$ cat config.mk
export PLATFORM = sky130hd
export DESIGN_NAME = dog_subtract
export DESIGN_NICKNAME = d
export VERILOG_FILES = /design/src/rtl/dog_subtract.sv
export SDC_FILE = /design/constraint.sdc
export NUM_CORES = 1
export LEC_CHECK = 0
export ABC_AREA = 1
export CAP_MARGIN = 10
export CORE_MARGIN = 5
export CORE_UTILIZATION = 52
export CTS_CLUSTER_SIZE = 12
export DETAILED_ROUTE_END_ITERATION = 7
export PLACE_DENSITY = 0.85
export SLEW_MARGIN = 20
export SYNTH_ARGS = -nofsm -noshare
export SYNTH_HDL_FRONTEND = slang
export SYNTH_SLANG_ARGS = --single-unit
$ cat constraint.sdc
create_clock -name clk -period 4.6 [get_ports clk]
set_clock_uncertainty 0.2 [all_clocks]
set_input_delay 1.38 -clock clk [delete_from_list [all_inputs] [get_ports clk]]
set_output_delay 1.38 -clock clk [all_outputs]
set_load 0.02 [all_outputs]
$ cat src/rtl/dog_subtract.sv
// dog_subtract: streams three Gaussian-blurred images of one octave out of their BRAMs and
// writes the two Difference-of-Gaussian images (G1-G0, G2-G1) into two signed DoG BRAMs.
//
// Ports:
//   clk, rst_in              clock, synchronous active-high reset
//   start                    one-cycle pass request, ignored while busy
//   read_address             shared address to the three Gaussian BRAMs
//   gauss0/1/2_data          unsigned pixels returned BRAM_LATENCY cycles after the address
//   dog_address, dog_we      shared write address / enable for both DoG BRAMs
//   first/second_dog_data    signed G1-G0 and G2-G1
//   busy                     high from the cycle after start is accepted until done
//   done                     one-cycle pulse after the last write
module dog_subtract #(
  parameter int unsigned BIT_DEPTH    = 8,
  parameter int unsigned DIMENSION    = 4,
  parameter int unsigned BRAM_LATENCY = 2,
  localparam int unsigned N           = DIMENSION * DIMENSION,
  localparam int unsigned AW          = $clog2(N)
) (
  input  logic                        clk,
  input  logic                        rst_in,
  input  logic                        start,
  output logic [AW-1:0]               read_address,
  input  logic [BIT_DEPTH-1:0]        gauss0_data,
  input  logic [BIT_DEPTH-1:0]        gauss1_data,
  input  logic [BIT_DEPTH-1:0]        gauss2_data,
  output logic [AW-1:0]               dog_address,
  output logic signed [BIT_DEPTH:0]   first_dog_data,
  output logic signed [BIT_DEPTH:0]   second_dog_data,
  output logic                        dog_we,
  output logic                        busy,
  output logic                        done
);

  localparam int unsigned Last = BRAM_LATENCY - 1;

  typedef enum logic [1:0] {StIdle, StRead, StDrain} state_e;

  state_e                      state_q, state_d;
  logic [AW-1:0]               rd_addr_q, rd_addr_d;
  logic                        done_q, done_d;

  // (valid, address) travelling alongside the BRAM read latency
  logic [BRAM_LATENCY-1:0]     vld_q;
  logic [AW-1:0]               pipe_addr_q [BRAM_LATENCY];

  logic                        we_q;
  logic [AW-1:0]               dog_addr_q;
  logic signed [BIT_DEPTH:0]   first_q, second_q;

  always_comb begin
    state_d   = state_q;
    rd_addr_d = rd_addr_q;
    done_d    = 1'b0;
    unique case (state_q)
      StIdle: begin
        if (start) begin
          state_d   = StRead;
          rd_addr_d = '0;
        end
      end
      StRead: begin
        if (rd_addr_q == AW'(N - 1)) begin
          state_d = StDrain;
        end else begin
          rd_addr_d = rd_addr_q + AW'(1);
        end
      end
      StDrain: begin
        // The write of the final address is on the bus this cycle
        if (we_q && (dog_addr_q == AW'(N - 1))) begin
          state_d = StIdle;
          done_d  = 1'b1;
        end
      end
      default: state_d = StIdle;
    endcase
  end

  always_ff @(posedge clk) begin
    if (rst_in) begin
      state_q    <= StIdle;
      rd_addr_q  <= '0;
      done_q     <= 1'b0;
      vld_q      <= '0;
      for (int i = 0; i < int'(BRAM_LATENCY); i++) begin
        pipe_addr_q[i] <= '0;
      end
      we_q       <= 1'b0;
      dog_addr_q <= '0;
      first_q    <= '0;
      second_q   <= '0;
    end else begin
      state_q        <= state_d;
      rd_addr_q      <= rd_addr_d;
      done_q         <= done_d;
      vld_q[0]       <= (state_q == StRead);
      pipe_addr_q[0] <= rd_addr_q;
      for (int i = 1; i < int'(BRAM_LATENCY); i++) begin
        vld_q[i]       <= vld_q[i-1];
        pipe_addr_q[i] <= pipe_addr_q[i-1];
      end
      we_q <= vld_q[Last];
      // Data/address hold their last values between writes
      if (vld_q[Last]) begin
        dog_addr_q <= pipe_addr_q[Last];
        first_q    <= $signed({1'b0, gauss1_data}) - $signed({1'b0, gauss0_data});
        second_q   <= $signed({1'b0, gauss2_data}) - $signed({1'b0, gauss1_data});
      end
    end
  end

  assign read_address    = rd_addr_q;
  assign dog_address     = dog_addr_q;
  assign first_dog_data  = first_q;
  assign second_dog_data = second_q;
  assign dog_we          = we_q;
  assign busy            = (state_q != StIdle);
  assign done            = done_q;

endmodule
==> impl_metrics.csv <==
group,metric,value,unit
sta,finalWorstSetupSlack,1.48,ns
cts,clock_sinks,40,
global_routing,grtUsageTotal,0.190,
hold_path,min_from,"pipe_addr_q[0][2]",
final_layout,multi_input_area,1060,sq um
final_layout,syn2layout_area_growth,33.3,%
cts,ctsHoldBuffers,0,
sta,worst_slew_pin_slew,0.689,ns
yosys,synth_top_family_by_area,"simple AND/OR/NAND/NOR gates",
floorplanning,num_rows,23,
cts,clkTransAtPathRegs,0.08,ns
flow_run,cap_violations,0,
floorplanning,start_util,0.533,
yosys,synthMuxAreaShare,0,
yosys,ys.warnings.count,0,
global_routing,grt_pass1_vias,1894,
final_layout,nets,397,
yosys,synth-async-reset-ratio,0,
place,dp_hpwl,3.75,mm
cts,cts_buffer_depth,2,
place,io_buffers,55,
pwr,power.density,296,nW/um^2
sta,hold_viol,0,
drt,post-route-drc-count,0,
critical_path,crit_top_cell,"nand2_1",
cts,htree_levels,2,
drt,drt-pass1-iter-count,4,
global_routing,grt_max_degree,18,
critical_path,r2r-start,"vld_q[1]",
sta,slew_headroom,0.539,
critical_path,path_cells,"clkdlybuf4s50_1 -> inv_1 -> ha_1 -> fa_1 -> inv_1 -> nand3_1 -> nand2_1 -> nand2_1 -> nand2_1 -> nand2_1 -> nand3_1 -> nand2_1",
global_routing,grt.overflow.total,0,
cts,post_cts_buffers,0,
yosys,syn_nets,339,
pwr,vdd_drop_max,0.000200,V
pwr,p_leak,1.35,nW
yosys,synth-xor-area-share,0.0124,
cts,numCtsBuffers,5,
critical_path,cp.arrival,3.11,ns
drt,routedWlPerCell,12.1,um
final_layout,drive_gt1_frac,0.0625,
sta,setup_viol,0,
critical_path,reg2reg_setup_slack,2.96,ns
floorplanning,die-area,5440,sq um
yosys,synth-adder-area-share,0.119,
floorplanning,die_w,73.8,um
sta,rsz0062_at_grt,"no",
drt,drt_iter0_drc,86,
sta,setup_tns,0,ns
yosys,yosysUniqueCellTypes,30,
status,status,"complete, no violations",
critical_path,slowest_stage,"clkdlybuf4s50_1",
critical_path,critPathLaunch,"gauss1_data[0]",
drt,ant_nets,0,
sta,fin_crit,3.12,ns
critical_path,critPathMaxStageDelay,0.48,ns
final_layout,antenna_cells,0,
global_routing,grt_pass1_wl,7.98,mm
critical_path,worstSetupPathType,"input port to flop",
floorplanning,die_h,73.8,um
sta,max_freq,321,MHz
critical_path,worstPathMaxFanout,3,
yosys,synth.area.top_cells,"dfxtp_1, nand2_1, ha_1, inv_1, nor2_1",
final_layout,ff_latch_area,801,sq um
hold_path,min_path_type,"flop to flop",
yosys,synth_commonest_cells,"nand2_1, inv_1, dfxtp_1",
yosys,synth_largest_area_cell,"dfxtp_1",
sta,post-route-period-util,0.678,
cts,postCtsResizedCells,0,
yosys,yosys.area.top_type_share,0.378,
cts,cts_tree,"yes",
cts,cts_root_buffer,"clkbuf_8",
yosys,syn_area,2120,sq um
critical_path,critPathRequiredTime,4.59,ns
drt,routed_wl,4.88,mm
yosys,ys_seq_area_frac,0.378,
yosys,ys.flop_type,"dfxtp_1",
final_layout,fill_cells,337,
floorplanning,core_area,3970,sq um
place,dp_slack,1.19,ns
critical_path,start_kind,"input port",
yosys,synth_edf_count,0,
sta,slew_viol_final,0,
global_routing,antenna_found_initial,0,
drt,via_per_inst,4.78,
place,gp_congestion,0.851,
yosys,ys_ff_latch,40,
yosys,avgSynthCellArea,7.22,sq um
critical_path,critPathCaptureType,"flop",
cts,clk_latency,0.29,ns
yosys,synth-simple-area-share,0.277,
drt,via_count,1922,
floorplanning,top_level_ports,56,
yosys,postSynthCellCount,293,
yosys,yosysMostFrequentCell,"nand2_1",
yosys,synth_compound_area_frac,0.0917,
-- critical path, delay by kind of cell --
kind	cells	cell delay, ns
simple gates	7	0.50
fa+ha+maj	2	0.61
buf+inv	3	0.60
-- where the power goes --
group          internal [W]  total, W  switching, W
logic             0.0000770  0.000171     0.0000936
clock network      0.000177  0.000301      0.000124
registers          0.000357  0.000364    0.00000738
total              0.000611  0.000836      0.000225
-- stage by stage --
stage	power (W)	util	hold slack [ns]	cell area, sq um	cells
after global placement	0.000537	0.680	0.190	2700	394
after floorplan	0.000480	-	0.188	2120	293
after detailed placement	0.000542	0.680	0.196	2700	394
after CTS	0.000843	0.710	0.198	2820	402
after global routing	0.000882	0.710	0.226	2820	402
final	0.000836	0.710	0.199	2820	402
-- state kept, by name (all words and copies together) (netlist names) --
register	flops
read_address	4
second_dog_data	9
dog_we	1
done	1
first_dog_data	9
vld_q	2
dog_address	4
state_q	2
pipe_addr_q	8
-- metal layers --
metal / global-route usage / routed length, um / share of wire / vias up
met5: 0 / 0 / 0 / -
met3: 0.0451 / 296 / 0.061 / 4
met2: 0.342 / 2450 / 0.50 / 50
li1: - / - / - / 1019
met4: 0.0604 / 53 / 0.011 / 0
met1: 0.220 / 2080 / 0.43 / 849
-- final timing paths --
kind / cells past startpoint / to
worst min register to register: 2 / pipe_addr_q[1][2]
worst max register to register: 3 / second_dog_data[2]
worst max-delay path: 12 / first_dog_data[6]
worst min-delay path: 2 / pipe_addr_q[1][2]
-- final cells by class --
type | count | share of cell area
Timing Repair Buffer | 55 | 0.195
Clock buffer | 6 | 0.0293
Clock inverter | 2 | 0.0138
Multi-Input combinational cell | 190 | 0.375
Inverter | 59 | 0.0803
Sequential cell | 40 | 0.284
Tap cell | 50 | 0.0222
-- cell families after synthesis --
family,after synthesis
AND/OR/NAND/NOR,133
buffers and inverters,63
flip-flops,40
AO/OA/AOI/OAI,35
adder cells (fa/ha/maj),19
XOR/XNOR,3
-- placed cells by master (no fill, tap or decap) --
cell             Yosys  layout
nor2_4               2       2
a22o_1               3       3
o21ai_0              8       8
or2_1                1       1
o21ai_1              3       3
a31oi_1              1       1
inv_4                2       2
o21a_1               1       1
a21oi_1             18      18
nand3b_1             2       2
and2_1               1       1
inv_2                2       2
nand2_4              2       2
xor2_1               1       1
or2_2                1       1
o21ai_2              1       1
nand3_1             20      20
clkinv_4             0       1
bufinv_16            0       1
fa_1                 2       2
xnor2_1              2       2
nor2_2               2       2
nor2_1              27      27
nand2_2              2       2
clkdlybuf4s50_1      0      55
clkbuf_8             0       6
nand2_1             68      68
dfxtp_1             40      40
nor3_1               5       5
inv_1               55      55
ha_1                17      17
Power figures use the tool's default switching activity.
